`src/rtl/dmem_arb_pkg.sv`:
```
// Shared types and default sizing for the data-memory arbiter.
package dmem_arb_pkg;

    localparam int unsigned DMEM_WIDTH    = 16;
    localparam int unsigned DMEM_ADDR_W   = 8;
    localparam int unsigned DMEM_LOCK_MAX = 8;
    // Wide enough for the largest legal LOCK_MAX (255).
    localparam int unsigned LOCK_CNT_W    = 8;

    typedef enum logic [1:0] {
        IDLE = 2'd0,
        OWN0 = 2'd1,
        OWN1 = 2'd2
    } arb_state_e;

    // Ownership state for a given requester index.
    function automatic arb_state_e own_state(input logic who);
        return who ? OWN1 : OWN0;
    endfunction

endpackage

```
`src/rtl/arb_rr_pick.sv`:
```
// Two-way round-robin picker: a tie goes to the pointed-at requester.
module arb_rr_pick (
    input  logic [1:0] req_i,
    input  logic       ptr_i,
    output logic       win_c_o,
    output logic       valid_c_o
);

    // Lone requester wins outright; on a tie the pointer decides.
    always_comb begin
        valid_c_o = |req_i;
        win_c_o   = (req_i == 2'b11) ? ptr_i : req_i[1];
    end

endmodule

```
`src/rtl/dmem_arbiter.sv`:
```
// Arbitrates a CPU controller (0) and a host/debug loader (1) onto one
// synchronous-read data memory, with round-robin fairness and bounded lock.
module dmem_arbiter
    import dmem_arb_pkg::*;
#(
    parameter int unsigned WIDTH    = DMEM_WIDTH,
    parameter int unsigned D_ADDR_W = DMEM_ADDR_W,
    parameter int unsigned LOCK_MAX = DMEM_LOCK_MAX
) (
    input  logic                clk,
    input  logic                reset,
    input  logic [1:0]          req,
    input  logic [1:0]          lock,
    input  logic [1:0]          wr,
    input  logic [D_ADDR_W-1:0] addr0,
    input  logic [D_ADDR_W-1:0] addr1,
    input  logic [WIDTH-1:0]    wdata0,
    input  logic [WIDTH-1:0]    wdata1,
    output logic [1:0]          gnt,
    output logic [1:0]          rvalid,
    output logic [WIDTH-1:0]    rdata,
    output logic [D_ADDR_W-1:0] mem_addr,
    output logic                mem_wr,
    output logic [WIDTH-1:0]    mem_wdata,
    input  logic [WIDTH-1:0]    mem_rdata,
    output logic                busy
);

    localparam int unsigned CNT_INC_W = LOCK_CNT_W + 1;

    arb_state_e             state_q, state_d;
    logic [LOCK_CNT_W-1:0]  cnt_q, cnt_d;
    logic [CNT_INC_W-1:0]   cnt_inc;
    logic                   ptr_q, ptr_d;
    logic [1:0]             gnt_q, gnt_d;
    logic [1:0]             rvalid_q, rvalid_d;
    logic                   busy_q, busy_d;

    logic                   owned;
    logic                   owner;
    logic                   other;
    logic                   xfer;
    logic                   pick_win;
    logic                   pick_valid;

    // Current owner and whether this cycle carries a transfer.
    always_comb begin
        owned = (state_q != IDLE);
        owner = (state_q == OWN1);
        other = ~owner;
        xfer  = owned & req[owner];
    end

    arb_rr_pick u_pick (
        .req_i     (req),
        .ptr_i     (ptr_q),
        .win_c_o   (pick_win),
        .valid_c_o (pick_valid)
    );

    // Next-state, lock counting, rr pointer and registered-output decode.
    always_comb begin
        state_d  = state_q;
        cnt_d    = cnt_q;
        ptr_d    = ptr_q;
        gnt_d    = 2'b00;
        rvalid_d = 2'b00;
        busy_d   = 1'b0;
        cnt_inc  = CNT_INC_W'(cnt_q) + CNT_INC_W'(1);

        case (state_q)
            IDLE: begin
                if (pick_valid) begin
                    state_d = own_state(pick_win);
                end
            end
            OWN0, OWN1: begin
                if (xfer && lock[owner]) begin
                    // Locked transfer: hand over only once the run is spent
                    // and someone is actually waiting.
                    if ((cnt_inc >= CNT_INC_W'(LOCK_MAX)) && req[other]) begin
                        state_d = own_state(other);
                    end else if (cnt_inc >= CNT_INC_W'(LOCK_MAX)) begin
                        cnt_d = LOCK_CNT_W'(LOCK_MAX);
                    end else begin
                        cnt_d = cnt_inc[LOCK_CNT_W-1:0];
                    end
                end else if (req[other]) begin
                    state_d = own_state(other);
                end else if (!req[owner]) begin
                    state_d = IDLE;
                end else begin
                    // Unlocked transfer breaks the consecutive-lock run.
                    cnt_d = '0;
                end
            end
            default: begin
                state_d = IDLE;
            end
        endcase

        if (state_d != state_q) begin
            cnt_d = '0;
            if (state_d != IDLE) begin
                // Favour the other requester on the next tie.
                ptr_d = (state_d == OWN0);
            end
        end

        gnt_d  = {state_d == OWN1, state_d == OWN0};
        busy_d = (state_d != IDLE);
        if (xfer && !wr[owner]) begin
            rvalid_d[owner] = 1'b1;
        end
    end

    // State and registered outputs; reset discards any read in flight.
    always_ff @(posedge clk or negedge reset) begin
        if (!reset) begin
            state_q  <= IDLE;
            cnt_q    <= '0;
            ptr_q    <= 1'b0;
            gnt_q    <= 2'b00;
            rvalid_q <= 2'b00;
            busy_q   <= 1'b0;
        end else begin
            state_q  <= state_d;
            cnt_q    <= cnt_d;
            ptr_q    <= ptr_d;
            gnt_q    <= gnt_d;
            rvalid_q <= rvalid_d;
            busy_q   <= busy_d;
        end
    end

    // Memory-side mux: owner's address/data while owned, zero when idle.
    always_comb begin
        mem_addr  = '0;
        mem_wdata = '0;
        if (owned) begin
            mem_addr  = owner ? addr1 : addr0;
            mem_wdata = owner ? wdata1 : wdata0;
        end
        mem_wr = xfer & wr[owner];
    end

    assign gnt    = gnt_q;
    assign rvalid = rvalid_q;
    assign busy   = busy_q;
    // Memory read data lands the cycle rvalid is high; pass it straight on.
    assign rdata  = mem_rdata;

endmodule

```
`config.mk`:
```
export PLATFORM = sky130hd
export DESIGN_NAME = dmem_arbiter
export DESIGN_NICKNAME = d
export VERILOG_FILES = /design/src/rtl/dmem_arb_pkg.sv /design/src/rtl/arb_rr_pick.sv /design/src/rtl/dmem_arbiter.sv
export SDC_FILE = /design/constraint.sdc
export NUM_CORES = 1
export LEC_CHECK = 0
export ABC_AREA = 1
export CAP_MARGIN = 20
export CELL_PAD_IN_SITES_DETAIL_PLACEMENT = 1
export CELL_PAD_IN_SITES_GLOBAL_PLACEMENT = 1
export CORE_AREA = 2 2 83 101
export CTS_CLUSTER_DIAMETER = 30
export DETAILED_ROUTE_END_ITERATION = 16
export DIE_AREA = 0 0 85 103
export PLACE_DENSITY = 0.84
export SYNTH_ARGS = -nofsm -noshare
export SYNTH_HDL_FRONTEND = slang
export SYNTH_SLANG_ARGS = --single-unit
```
`constraint.sdc`:
```
create_clock -name clk -period 1.8 [get_ports clk]
set_input_delay 0.27 -clock clk [delete_from_list [all_inputs] [get_ports clk]]
set_output_delay 0.27 -clock clk [all_outputs]
set_load 0.1 [all_outputs]
```
Word-level counts from Yosys, hierarchy flattened. Index checks and enable logic that the tools add are counted.

Latch bits: 0. Input port bits: 72. Memories: 0. RAM bits: 0. Memory bits (read-only): 0. Register bits after elaboration: 16.

Shift-type cells: 0. Add/subtract/negate cells: 1. Divide/modulo/power cells: 0. Bitwise gates (word level): 3. Multipliers: 0. Muxes and demuxes: 31. Reduce and logical (&&, ||, !) cells: 14. $lt $le $gt $ge: 4. Eq/ne operators: 8.

Operators by type and width (number): 8-bit two-way mux (9); 16-bit two-way mux (2); 2-bit two-way mux (8); 1-bit two-way mux (10); 8-bit by 1-bit adder with 9-bit output, second input constant (1); 9-bit by 4-bit greater-or-equal comparator with 1-bit output, second input constant (1); 2-bit == test, second input constant (3); 3-bit by 2-bit inequality test with 1-bit output, second input constant (2); 2-bit nonzero test (3); 2-bit by 1-bit == test with 1-bit output, second input constant (2); 1-bit logical AND (4); 1-bit by 2-bit less-than comparator with 1-bit output, second input constant (2); 2-bit one-hot mux with 2 select lines (1); 4-bit AND reduction (1); 2-bit OR reduction (2); 3-bit nonzero test (1); 1-bit AND (2); 2-bit logical NOT (1); 2-bit inequality test (1); 2-bit AND reduction (1); 1-bit demux with 1-bit select (1); 1-bit greater-or-equal comparator, second input constant (1); 1-bit logical NOT (1); 1-bit inverter (1).

Depth between registers and ports, before layout. Gate-level depths: netlist of the first run.

Depth in word-level cells: 11. Mapped depth: 18. Mapped depth without buffers: 18.

Cells and area by module. Synthesis of the first run repeated with hierarchy kept, for this count alone.

Cells, all modules: 225. Area total of the unflattened synthesis: 1400.1 µm².

By module, submodules not included: dmem_arbiter (cells an instance 220, sequential area each 400.4 µm², instances 1, area an instance 1377.6 µm²); arb_rr_pick (cells an instance 5, sequential area each 0.0 µm², instances 1, area an instance 22.5 µm²).

Worst setup path before layout of the first run. OpenSTA, ideal clock, no wires.

Path type: flip-flop to output port. Start: reg state_q[0]. End: out mem_wr. Buffers on the path: 2. Data required time: 1.530 ns. Slack: -1.206 ns. Arrival: 2.736 ns. Cell stages (with the launch flop): 7. Cell sequence: dfrtp_1 inv_1 ha_1 buf_6 clkbuf_1 nand2_1 a21oi_1.

Longest elaborated chain between the ends: 5. Elaborated cells on any way between the ends: 8.

RTL lines: start: declaration (RTL line dmem_arbiter.sv:31) `arb_state_e state_q, state_d;`; start signal: assignment (RTL line dmem_arbiter.sv:127) `state_q <= state_d;`; 2-bit == test (RTL line dmem_arbiter.sv:49) `owner = (state_q == OWN1);`; 1-bit two-way mux (implied by the code) (2 in a row) (RTL line dmem_arbiter.sv:51) `xfer = owned & req[owner];`; 1-bit AND (RTL line dmem_arbiter.sv:51); 1-bit AND * (RTL line dmem_arbiter.sv:144) `mem_wr = xfer & wr[owner];`; end: declaration (RTL line dmem_arbiter.sv:23) `output logic mem_wr,`.

Mark *: on every way between the ends. The rest lies on a longest branch, timed or not. The select of a mux whose other input is x is not followed.

Final worst setup path of the first run.
Start: reg state_q[1]. End: reg ptr_q.

Longest elaborated chain between the ends: 9. Elaborated cells on any way between the ends: 25.

RTL lines: 2-bit == test (RTL line dmem_arbiter.sv:49, dmem_arbiter.sv:71); 1-bit two-way mux (on tied branches) (2 in a row); 2-bit two-way mux, or another cell as far along (RTL line dmem_arbiter.sv:90) `end else if (!req[owner]) begin`; 2-bit two-way mux, or another cell as far along (RTL line dmem_arbiter.sv:88) `end else if (req[other]) begin`; 2-bit two-way mux (RTL line dmem_arbiter.sv:78) `if (xfer && lock[owner]) begin`; 2-bit one-hot mux with 2 select lines (RTL line dmem_arbiter.sv:71) `case (state_q)`; 2-bit inequality test / 2-bit nonzero test (equally long branches) (RTL line dmem_arbiter.sv:102, dmem_arbiter.sv:104); 2-bit AND reduction (no source line); end signal: assignment (RTL line dmem_arbiter.sv:129) `ptr_q <= ptr_d;`; end: declaration (RTL line dmem_arbiter.sv:34) `logic ptr_q, ptr_d;`.

Several ways; a longest one is shown, not always the timed one. The select of a mux whose other input is x is not followed. A chain may end at the register's enable or synchronous reset.

==> impl_summary.log, run 1 <==
INFO  metric antenna_found_initial = 0
INFO  metric post_synth_num_cell_types = 22
INFO  metric yosys_warnings = 0
INFO  metric dp.final_hpwl = 4560 µm
INFO  metric num-nets-final = 404
INFO  metric cpPeakStageDelay = 0.44 ns
INFO  metric totalWireLength = 6300 µm
INFO  metric grt_total_ovfl = 0
INFO  metric critPathRequiredTime = 1.94 ns
INFO  metric post_synth_main_area_contributors = sky130_fd_sc_hd__dfrtp_1 29%, sky130_fd_sc_hd__nor2_1 17%, sky130_fd_sc_hd__o21ai_0 10%
INFO  metric cts.clk_slew.worst_paths = 0.06 ns
INFO  metric synth_enable_flop_cells = 0
INFO  metric pin_count_of_the_biggest_net_entering_global_routing = 27
INFO  metric most-common-layout-cells = 55 x sky130_fd_sc_hd__clkdlybuf4s50_1, 35 x sky130_fd_sc_hd__buf_4, 34 x sky130_fd_sc_hd__nor2_1, 29 x sky130_fd_sc_hd__buf_12, 28 x sky130_fd_sc_hd__nor2_4
INFO  metric detail_route.iter0.violations = 42
INFO  metric clock_h_tree_levels = 1
INFO  metric post_synth_inst_count = 216
INFO  metric pin_count = 118
INFO  metric crit_arrival = 2.24 ns
INFO  metric post_synth_instance_area = 1380 µm²
INFO  metric mostFrequentLayoutCell = sky130_fd_sc_hd__clkdlybuf4s50_1
INFO  metric tritoncts = built
INFO  metric viasPerCell = 4.32
INFO  metric core_area = 7880 µm²
INFO  metric grt_setup_unrepaired = yes
INFO  metric yosys.area.top_type = sky130_fd_sc_hd__dfrtp_1
INFO  metric row_count = 36
INFO  metric die_h = 103 µm
INFO  metric cts-root-to-sink-buffers = 2
INFO  metric detailedRoute.firstPassIterationCount = 4
INFO  metric gpl.final_weighted_congestion = 0.885
INFO  metric finalSetupViolations = 38
INFO  metric insertion_delay_to_the_later_sink_of_the_worst_skew_pair = 0.24 ns
INFO  metric place.port_buffers = 85
INFO  metric syn_to_final_growth = 148%
INFO  metric antenna_left = 0
INFO  metric final_min_period_over_clock_period = 117%
INFO  metric wire_per_inst = 15.0 µm
INFO  metric maxCapViolations = 0
INFO  metric synth_largest_type_area_fraction = 29.1%
INFO  metric path_max_fanout = 6
INFO  metric die_wd = 85 µm
INFO  metric hold_class = in -> async
INFO  metric postSynthNetCount = 293
INFO  metric global_route.usage.total = 13.7%
INFO  metric slew_violations = 0
INFO  metric setup.worst_path.class = reg -> reg
INFO  metric fin_crit = 2.11 ns
INFO  metric antennaDiodeCount = 0
INFO  metric ctsHoldBuffers = 0
INFO  metric preCtsSetupSlack = -0.333 ns
INFO  metric critPathCaptureType = flip-flop
INFO  metric ys.flop_type = sky130_fd_sc_hd__dfrtp_1
INFO  metric timing_worst_slew_pin_value = 0.283 ns
INFO  metric report.final.hold_viol_count = 0
INFO  metric drc = 0
INFO  metric async_reset_ff_share = 100%
INFO  metric fp.dieArea = 8760 µm²
INFO  metric reg2reg_depth = 14
INFO  metric numCtsBuffers = 3
INFO  metric numClockSinks = 16
INFO  metric wire_length_of_the_first_global_routing_pass = 9670 µm
INFO  metric max_slew_headroom = 81.3%
INFO  metric first_global_vias = 2,053
INFO  metric timing.critical_path.from_type = flip-flop
INFO  metric fmaxAchievable = 475 MHz
INFO  metric layout_setup_ws = -0.307 ns
INFO  metric drive_gt1_share = 48.8%
INFO  metric list_of_cells_traversed_by_the_critical_path = ha_4, buf_12, o21ai_4, nand3_4, a31oi_2, nand2_1, nand2_2, nand2_2, nand2_1, nand2_2, nand2_4, nand2_2, nand2_1, nand2_1
INFO  metric initial_core_util = 17.4%
INFO  metric critical-path-slowest-cell = sky130_fd_sc_hd__dfrtp_2
INFO  metric yosys_register_bits = 16
INFO  metric ys_seq_area_share = 29.1%
INFO  metric routed-via-count = 1,819
INFO  metric violations = setup timing
INFO  metric fin_skew = 0.000865 ns
INFO  metric cts-root-buf = sky130_fd_sc_hd__clkbuf_8
INFO  metric avgSynthCellArea = 6.37 µm²
INFO  metric run_status = finished, violations left
## kinds of logic after synthesis
group	Yosys count	share of synthesized area, %
AND/OR/NAND/NOR	112	34.0
AO/OA/AOI/OAI	43	16.5
buffers and inverters	40	15.8
flip-flops	16	29.1
adder cells (fa/ha/maj)	5	4.55
## path summary, 6_finish.rpt
path                             from    endpoint  slack, ns
setup / recovery           state_q[1]       ptr_q      -0.31
min in group clk             cnt_q[5]    cnt_q[5]       0.49
hold reg to reg              cnt_q[5]    cnt_q[5]       0.49
hold / removal                  reset    cnt_q[0]       0.35
setup reg to reg           state_q[1]       ptr_q      -0.31
max in group asynchronous       reset  state_q[1]       1.25
## area by class of cell
cell class	instances	area [µm²]
repair buffers	129	1540
inverters	17	73.8
clock buffers	4	55.1
multi-input cells	160	1220
well taps	95	119
flip-flops and latches	16	402
fillers	875	4470
## stage by stage
stage               hold slack [ns]  cells  TNS, ns  util, %  area, µm²
global route                  0.378    421    -9.09     43.2       3410
detailed placement            0.483    399    -3.35     36.3       2860
global placement              0.473    399    -2.06     36.3       2860
CTS                           0.359    416    -4.94     42.3       3340
floorplan                   -0.0256    216    -2.07        -       1620
finish                        0.349    421    -6.04     43.2       3410
## critical path, delay by kind of cell, from the launching register on
family	cells	cell delay, ns
simple gates	10	0.84
flops	1	0.44
compound gates	2	0.38
fa+ha+maj	1	0.20
buf+inv	1	0.13
## state kept, by name (all words and copies together) (netlist names)
name,flops
ptr_q,1
state_q,2
gnt,2
busy,1
cnt_q,8
rvalid,2
## synth_stat cells, types with 5 or more instances
cell                       number
sky130_fd_sc_hd__a21oi_1       10
sky130_fd_sc_hd__buf_4         16
sky130_fd_sc_hd__nor2_1        64
sky130_fd_sc_hd__ha_1           5
sky130_fd_sc_hd__o21ai_0       28
sky130_fd_sc_hd__nand3_1        6
sky130_fd_sc_hd__clkbuf_1       6
sky130_fd_sc_hd__nand2_1       30
sky130_fd_sc_hd__inv_1         15
sky130_fd_sc_hd__dfrtp_1       16
sky130_fd_sc_hd__nand2_2        6
## metal layers
layer  routed length, µm  GRT usage (%)  part of all wire, %
met3                 322           2.32                  5.1
met1                2030           14.2                   32
met2                3740           27.6                   59
met4                 204           4.27                  3.2
met5                   0              0                    0
## timing repair
action / in CTS / in global routing
gates cloned: 3 / 0
gates resized for setup: 72 / 13
setup buffers: 10 / 6
pin swaps: 30 / 17
setup endpoints to repair: 37 / 39
Power of run 1 is not shown: default switching activity piles up to over one toggle a cycle in this logic, so the estimate is an artifact.
==> inputs of run 2 (changes only) <==
- ABC_CLOCK_PERIOD_IN_PS: default -> 1800
==> results of run 2 <==
No change in the layout: final DEF, timing and power equal those of run 1.
Power of run 2 is left out for the same reason.
==> patch 1: new RTL, flow settings as in run 2 <==
Reset style: synchronous (`reset`), changed in one clocked block.
--- a/src/rtl/dmem_arbiter.sv
+++ b/src/rtl/dmem_arbiter.sv
@@ -115,7 +115,7 @@
     end
 
     // State and registered outputs; reset discards any read in flight.
-    always_ff @(posedge clk or negedge reset) begin
+    always_ff @(posedge clk) begin
         if (!reset) begin
             state_q  <= IDLE;
             cnt_q    <= '0;
Behaviour: differs if reset is asserted again (counterexample within 4 cycles, from zero or initial values and one cycle with reset low); with reset held inactive, the same outputs for 10 cycles.
==> patch 1 against run 2 <==
  * Routed wire length up 32%
  * Synthesized area down 0.73%
  * Worst setup slack lost 0.061 ns
  * Synthesized cell count rose by 5.1%
  * Critical path depth is the same
  * Sequential cell count unchanged
  * Critical path type unchanged
  * The flow still finishes with violations (negative setup slack)
  * Design area fell by 1.2%
==> patch 1: results (changes against run 2) <==
Synthesis:
- Ranked by instance count, the synthesized netlist is headed by 61 x sky130_fd_sc_hd__nor2_1, 41 x sky130_fd_sc_hd__nand2_1, 26 x sky130_fd_sc_hd__o21ai_0, 17 x sky130_fd_sc_hd__buf_4, 16 x sky130_fd_sc_hd__dfxtp_1.
- The top flip-flop cell by instance count after synthesis is sky130_fd_sc_hd__dfxtp_1.
- The total nets after synthesis is 304 (+3.8%).
- Yosys attributes the largest share of cell area to sky130_fd_sc_hd__dfxtp_1 23%, sky130_fd_sc_hd__nor2_1 17%, sky130_fd_sc_hd__nand2_1 11%.
- The share of the yosys chip area belonging to registers came to 23.5% (-5.7 points).
- The share of async-settable or async-resettable flops after synthesis was 0% (-100 points).
- The count of unique library cells instantiated by Yosys is 23 (+4.5%).
- The count of warnings emitted by yosys was 0 (unchanged).

Power:
- IR analysis of the VDD net gives a maximum drop of 1.72 mV.
- Combinational cells account for 89.0% of the total power.

Placement:
- The count of input and output buffers is 85 (unchanged).
- The detailed-placement wirelength estimate is 5030 um (+10%).
- The placer congestion estimate is 0.821 (-7.2%).

STA:
- The worst clock skew came to 0.00933 ns (+0.00846 ns).
- The final worst setup slack was -0.368 ns (-0.0612 ns).
- The worst slew margin relative to its limit came to 74.2% (-7.1 points).
- The count of final setup violators is 39 (+2.6%).

Critical path:
- The startpoint identified for the worst register-to-register timing path is state_q[0].
- The largest fanout of any net on the critical path was 8 (+2).
- The peak per-stage delay on the critical path is 0.36 ns (-0.08 ns).
- The arrival time of the worst setup path came to 2.35 ns (+0.11 ns).
- The library cell contributing the largest single delay on the critical path is sky130_fd_sc_hd__dfxtp_2.
- In this run the critical register-to-register path is captured at cnt_q[2].

Cells and area:
- The fraction of layout cells with a size suffix above 1 is 50.1% (+1.4 points).
- The non-clock inverter instance count of the final layout is 17 (unchanged).
- The final layout net count is 419 (+3.7%).
- The number of fill cells came to 883 (+0.91%).
- The final-layout clock-cell area share was 1.63% (+0.019 points).
- The count of multi-input combinational gates is 171 (+6.9%).
- The sequential portion of the cell area is 9.70% (-2.1 points).
- The fraction of cell area in non-clock buffers is 45.7% (+0.46 points).
- The total of plain and repair buffers excluding clock buffers is 133 (+3.1%).
- The fraction of area in multi-input gates was 37.2% (+1.5 points).

Global routing:
- The largest net degree at the start of global routing is 27 (unchanged).
- The total global routing track utilization is 14.6% (+0.92 points).
- The number of global-route vias before repair is 2029 (-1.2%).
- The wire length of the first global-routing pass is 10100 um (+4.9%).

Status:
- The checks that failed: negative setup slack.
- The run finished, with violations left.

Route:
- The total number of vias came to 2055 (+13%).
- The wire length per cell is 19.1 um (+28%).
- The initial DRC count is 84 (+100%).

Clocking:
- The source-to-sink clock delay at the later pin of the worst-skew pair came to 0.26 ns (+0.02 ns).
- The CTS clock-pin slew for the worst setup and hold paths is 0.08 ns (+0.02 ns).
- The root buffer cell chosen for the clock tree is sky130_fd_sc_hd__clkbuf_8.

Hold path:
- The tightest min-delay check is of the reg2reg type.
[patch 1: worst reg2reg max path, stage by stage (launching register included)]
cell                      delay [ns]
sky130_fd_sc_hd__dfxtp_2        0.36
sky130_fd_sc_hd__inv_4          0.06
sky130_fd_sc_hd__ha_4           0.21
sky130_fd_sc_hd__buf_6          0.13
sky130_fd_sc_hd__nand2_1        0.11
sky130_fd_sc_hd__nand2_2        0.10
sky130_fd_sc_hd__inv_2          0.09
sky130_fd_sc_hd__nand3_1        0.08
sky130_fd_sc_hd__a31oi_2        0.21
sky130_fd_sc_hd__nand2_2        0.10
sky130_fd_sc_hd__nand2_4        0.09
sky130_fd_sc_hd__nand3_2        0.09
sky130_fd_sc_hd__nand2_4        0.11
sky130_fd_sc_hd__nand3_4        0.16
sky130_fd_sc_hd__a21oi_2        0.19
[patch 1: through the flow]
stage	hold WS, ns	setup WS (ns)	TNS (ns)	instances	area, um^2
detailed placement	0.444	-0.394	-4.45	414	2880
floorplan	0.347	-0.0905	-0.920	227	1610
CTS	0.450	-0.177	-4.07	423	3050
global placement	0.428	-0.228	-2.45	414	2880
finish	0.458	-0.368	-8.73	436	3370
global route	0.489	-0.451	-11.31	436	3370
[patch 1: per-layer routing]
layer | routed length (um) | GRT usage (%) | up-vias
met1 | 2540 | 14.0 | 991
met4 | 488 | 4.88 | 0
met5 | 0 | 0 | -
met3 | 434 | 3.36 | 37
li1 | - | - | 935
met2 | 4870 | 30.2 | 92
[patch 1: cell families after synthesis]
kind of cell	share of synthesized area, %
AOI/OAI and AO/OA	15.9
adders and majority gates	4.58
buffers and inverters	15.7
DFF	23.5
and+or+nand+nor	40.4
[patch 1: repair_timing]
action,in CTS,in global routing
setup buffers,5,12
gates resized for setup,27,45
setup endpoints to repair,38,39
pin swaps,10,23
cloned,0,2
==> patch 2: new RTL, flow settings as in run 2 <==
Made on the original files. The package constant `LOCK_CNT_W` goes from 8 to 10.
--- a/src/rtl/dmem_arb_pkg.sv
+++ b/src/rtl/dmem_arb_pkg.sv
@@ -5,7 +5,7 @@
     localparam int unsigned DMEM_ADDR_W   = 8;
     localparam int unsigned DMEM_LOCK_MAX = 8;
     // Wide enough for the largest legal LOCK_MAX (255).
-    localparam int unsigned LOCK_CNT_W    = 8;
+    localparam int unsigned LOCK_CNT_W    = 10;
 
     typedef enum logic [1:0] {
         IDLE = 2'd0,
Formal check against the unedited RTL: no difference found for any inputs over 10 cycles, from zero or initial values and one cycle with reset low; that may be too few to reach the edited logic, so the function may still have changed.
==> patch 2 against run 2 <==
  * The run still ends with negative setup slack left
  * Design area increased by 18%
  * Synthesized cell count is 13% higher
  * Worst setup slack got worse by 0.19 ns
  * Global-route usage is 1.5 points higher
  * Clock skew increased by 0.0030 ns
  * Maximum frequency decreased by 8.1%
  * Synthesized area grew 13%
  * Sequential cell count rose by 2
  * Via count up 21%
  * Non-clock buffer count grew 19
  * Routed wire length grew 37%
  * Critical path depth increased by 4
  * Critical path type unchanged
  * Largest cell class unchanged
Power is left out: the tool's default activity adds up to more than one toggle a clock period on the data nets, which glitch-free logic cannot reach.
==> patch 2: results (changes against run 2) <==
Synthesis:
- The total nets after synthesis came to 321 (+9.6%).
- By area the synthesized netlist is led by sky130_fd_sc_hd__dfrtp_1 29%, sky130_fd_sc_hd__nor2_1 16%, sky130_fd_sc_hd__nand2_1 9.2%.
- The share of the yosys chip area belonging to registers is 29.0% (-0.085 points).
- The share of async-settable or async-resettable flops after synthesis came to 100% (unchanged).
- The count of warnings emitted by yosys is 0 (unchanged).
- The count of unique library cells instantiated by Yosys is 26 (+18%).
- Counting instances in the post-synthesis netlist gives the leading cell types as 68 x sky130_fd_sc_hd__nor2_1, 38 x sky130_fd_sc_hd__nand2_1, 26 x sky130_fd_sc_hd__o21ai_0, 20 x sky130_fd_sc_hd__inv_1, 18 x sky130_fd_sc_hd__dfrtp_1.
- The average cell area after synthesis was 6.33 um^2 (-0.53%).

STA:
- The worst clock skew is 0.00386 ns (+0.00299 ns).
- The final worst setup slack came to -0.493 ns (-0.186 ns).
- The count of final setup violators is 41 (+7.9%).
- The worst slew margin relative to its limit came to 78.7% (-2.6 points).
- The number of failing hold endpoints at the final stage is 0 (unchanged).
- The final hold slack was 0.359 ns (+0.0109 ns).
- The summed negative setup slack over all endpoints is -11.20 ns (-5.16 ns).

Global routing:
- The total global routing track utilization is 15.2% (+1.5 points).
- The wire length of the first global-routing pass came to 10700 um (+11%).
- The number of global-route vias before repair is 2265 (+10%).

Status:
- The run finished, with violations left.
- The final reports fail on negative setup slack.

Route:
- The initial DRC count was 68 (+62%).
- The detailed-route wire length is 8650 um (+37%).
- The wire length per cell came to 18.4 um (+23%).
- The number of detailed-route iterations in the first pass came to 4 (unchanged).
- The ratio of routed vias to standard cells is 4.70 (+8.9%).

Clocking:
- The number of buffers on the longest clock path is 2 (unchanged).
- The number of buffers inserted during clock tree synthesis is 3 (unchanged).
- Clock latency on the worst-skew pair, taken at its later pin, is roughly 0.25 ns.

Cells and area:
- The number of flip-flops under the largest register name is 10 (+2).
- The final layout net count is 451 (+12%).
- The fraction of layout cells with a size suffix above 1 is 62.3% (+14 points).
- The number of fill cells is 875 (unchanged).

Critical path:
- The critical path startpoint is state_q[0].
- The critical path ends at ptr_q.
- The number of cells on the worst reg-to-reg path is 18 (+4).
- The largest fanout of any net on the critical path is 7 (+1).

Placement:
- The detailed-placement wirelength estimate was 5050 um (+11%).
- The number of cells after detailed placement is 435 (+9.0%).
- The placer congestion estimate is 0.785 (-11%).
## patch 2: layout make-up
type                    instances  area (um^2)  area share (%)
repair buffers                148         1740            43.0
multi-input cells             182         1580            39.2
flip-flops and latches         18          454            11.3
well taps                      95          119            2.95
inverters                      22         91.3            2.26
clock buffers                   4         55.1            1.36
## patch 2: logic make-up after synthesis
logic type | share of synthesized area [%]
AND/OR/NAND/NOR | 38.2
flip-flops | 29.0
buffers and inverters | 14.8
AO/OA/AOI/OAI | 14.7
adder cells (fa/ha/maj) | 3.23
## patch 2: what timing repair did
item,CTS,global route
resized for setup,51,101
cloned,0,6
pin swaps,16,54
setup buffers,7,18
endpoints found under the setup margin,41,41
hold endpoints to repair,0,0
## patch 2: how the worst min path moves through the flow
stage               startpoint  depth (start not counted)        to
CTS                      reset                          2  cnt_q[8]
global route             reset                          2  cnt_q[1]
finish                   reset                          2  cnt_q[9]
global placement      cnt_q[9]                          2  cnt_q[9]
detailed placement    cnt_q[9]                          2  cnt_q[9]
floorplan                reset                          0      busy
## patch 2: critical path, stage by stage (launching register included)
cell and delay [ns]:
sky130_fd_sc_hd__dfrtp_1 0.40, sky130_fd_sc_hd__inv_2 0.12, sky130_fd_sc_hd__ha_4 0.21, sky130_fd_sc_hd__nand2_4 0.06
sky130_fd_sc_hd__o21ai_4 0.07, sky130_fd_sc_hd__nand2_4 0.08, sky130_fd_sc_hd__nor3_4 0.23, sky130_fd_sc_hd__buf_6 0.15
sky130_fd_sc_hd__inv_4 0.04, sky130_fd_sc_hd__a21oi_4 0.14, sky130_fd_sc_hd__nand2_2 0.07, sky130_fd_sc_hd__nand2_2 0.10
sky130_fd_sc_hd__nand2_2 0.07, sky130_fd_sc_hd__nand2_2 0.09, sky130_fd_sc_hd__nand2_4 0.08, sky130_fd_sc_hd__nand2_8 0.09
sky130_fd_sc_hd__nand2_2 0.06, sky130_fd_sc_hd__nand2_1 0.07, sky130_fd_sc_hd__nand2_1 0.05
## patch 2: metrics by stage
stage          instance area (um^2)  setup WS [ns]
2_1_floorplan                  1820         -0.250
3_3_place_gp                   3080         -0.373
3_5_place_dp                   3080         -0.487
4_1_cts                        3380         -0.272
5_1_grt                        4040         -0.659
6_report                       4040         -0.493
## patch 2: metal layers
| layer | vias to the layer above | track usage (%) | wire length [um] | share of wire, % |
|---|---|---|---|---|
| met4 | 0 | 3.30 | 267 | 3.1 |
| met3 | 22 | 1.28 | 315 | 3.6 |
| met2 | 64 | 33.8 | 4990 | 58 |
| met5 | - | 0 | 0 | 0 |
| met1 | 1092 | 14.6 | 3080 | 36 |
| li1 | 1028 | - | - | - |
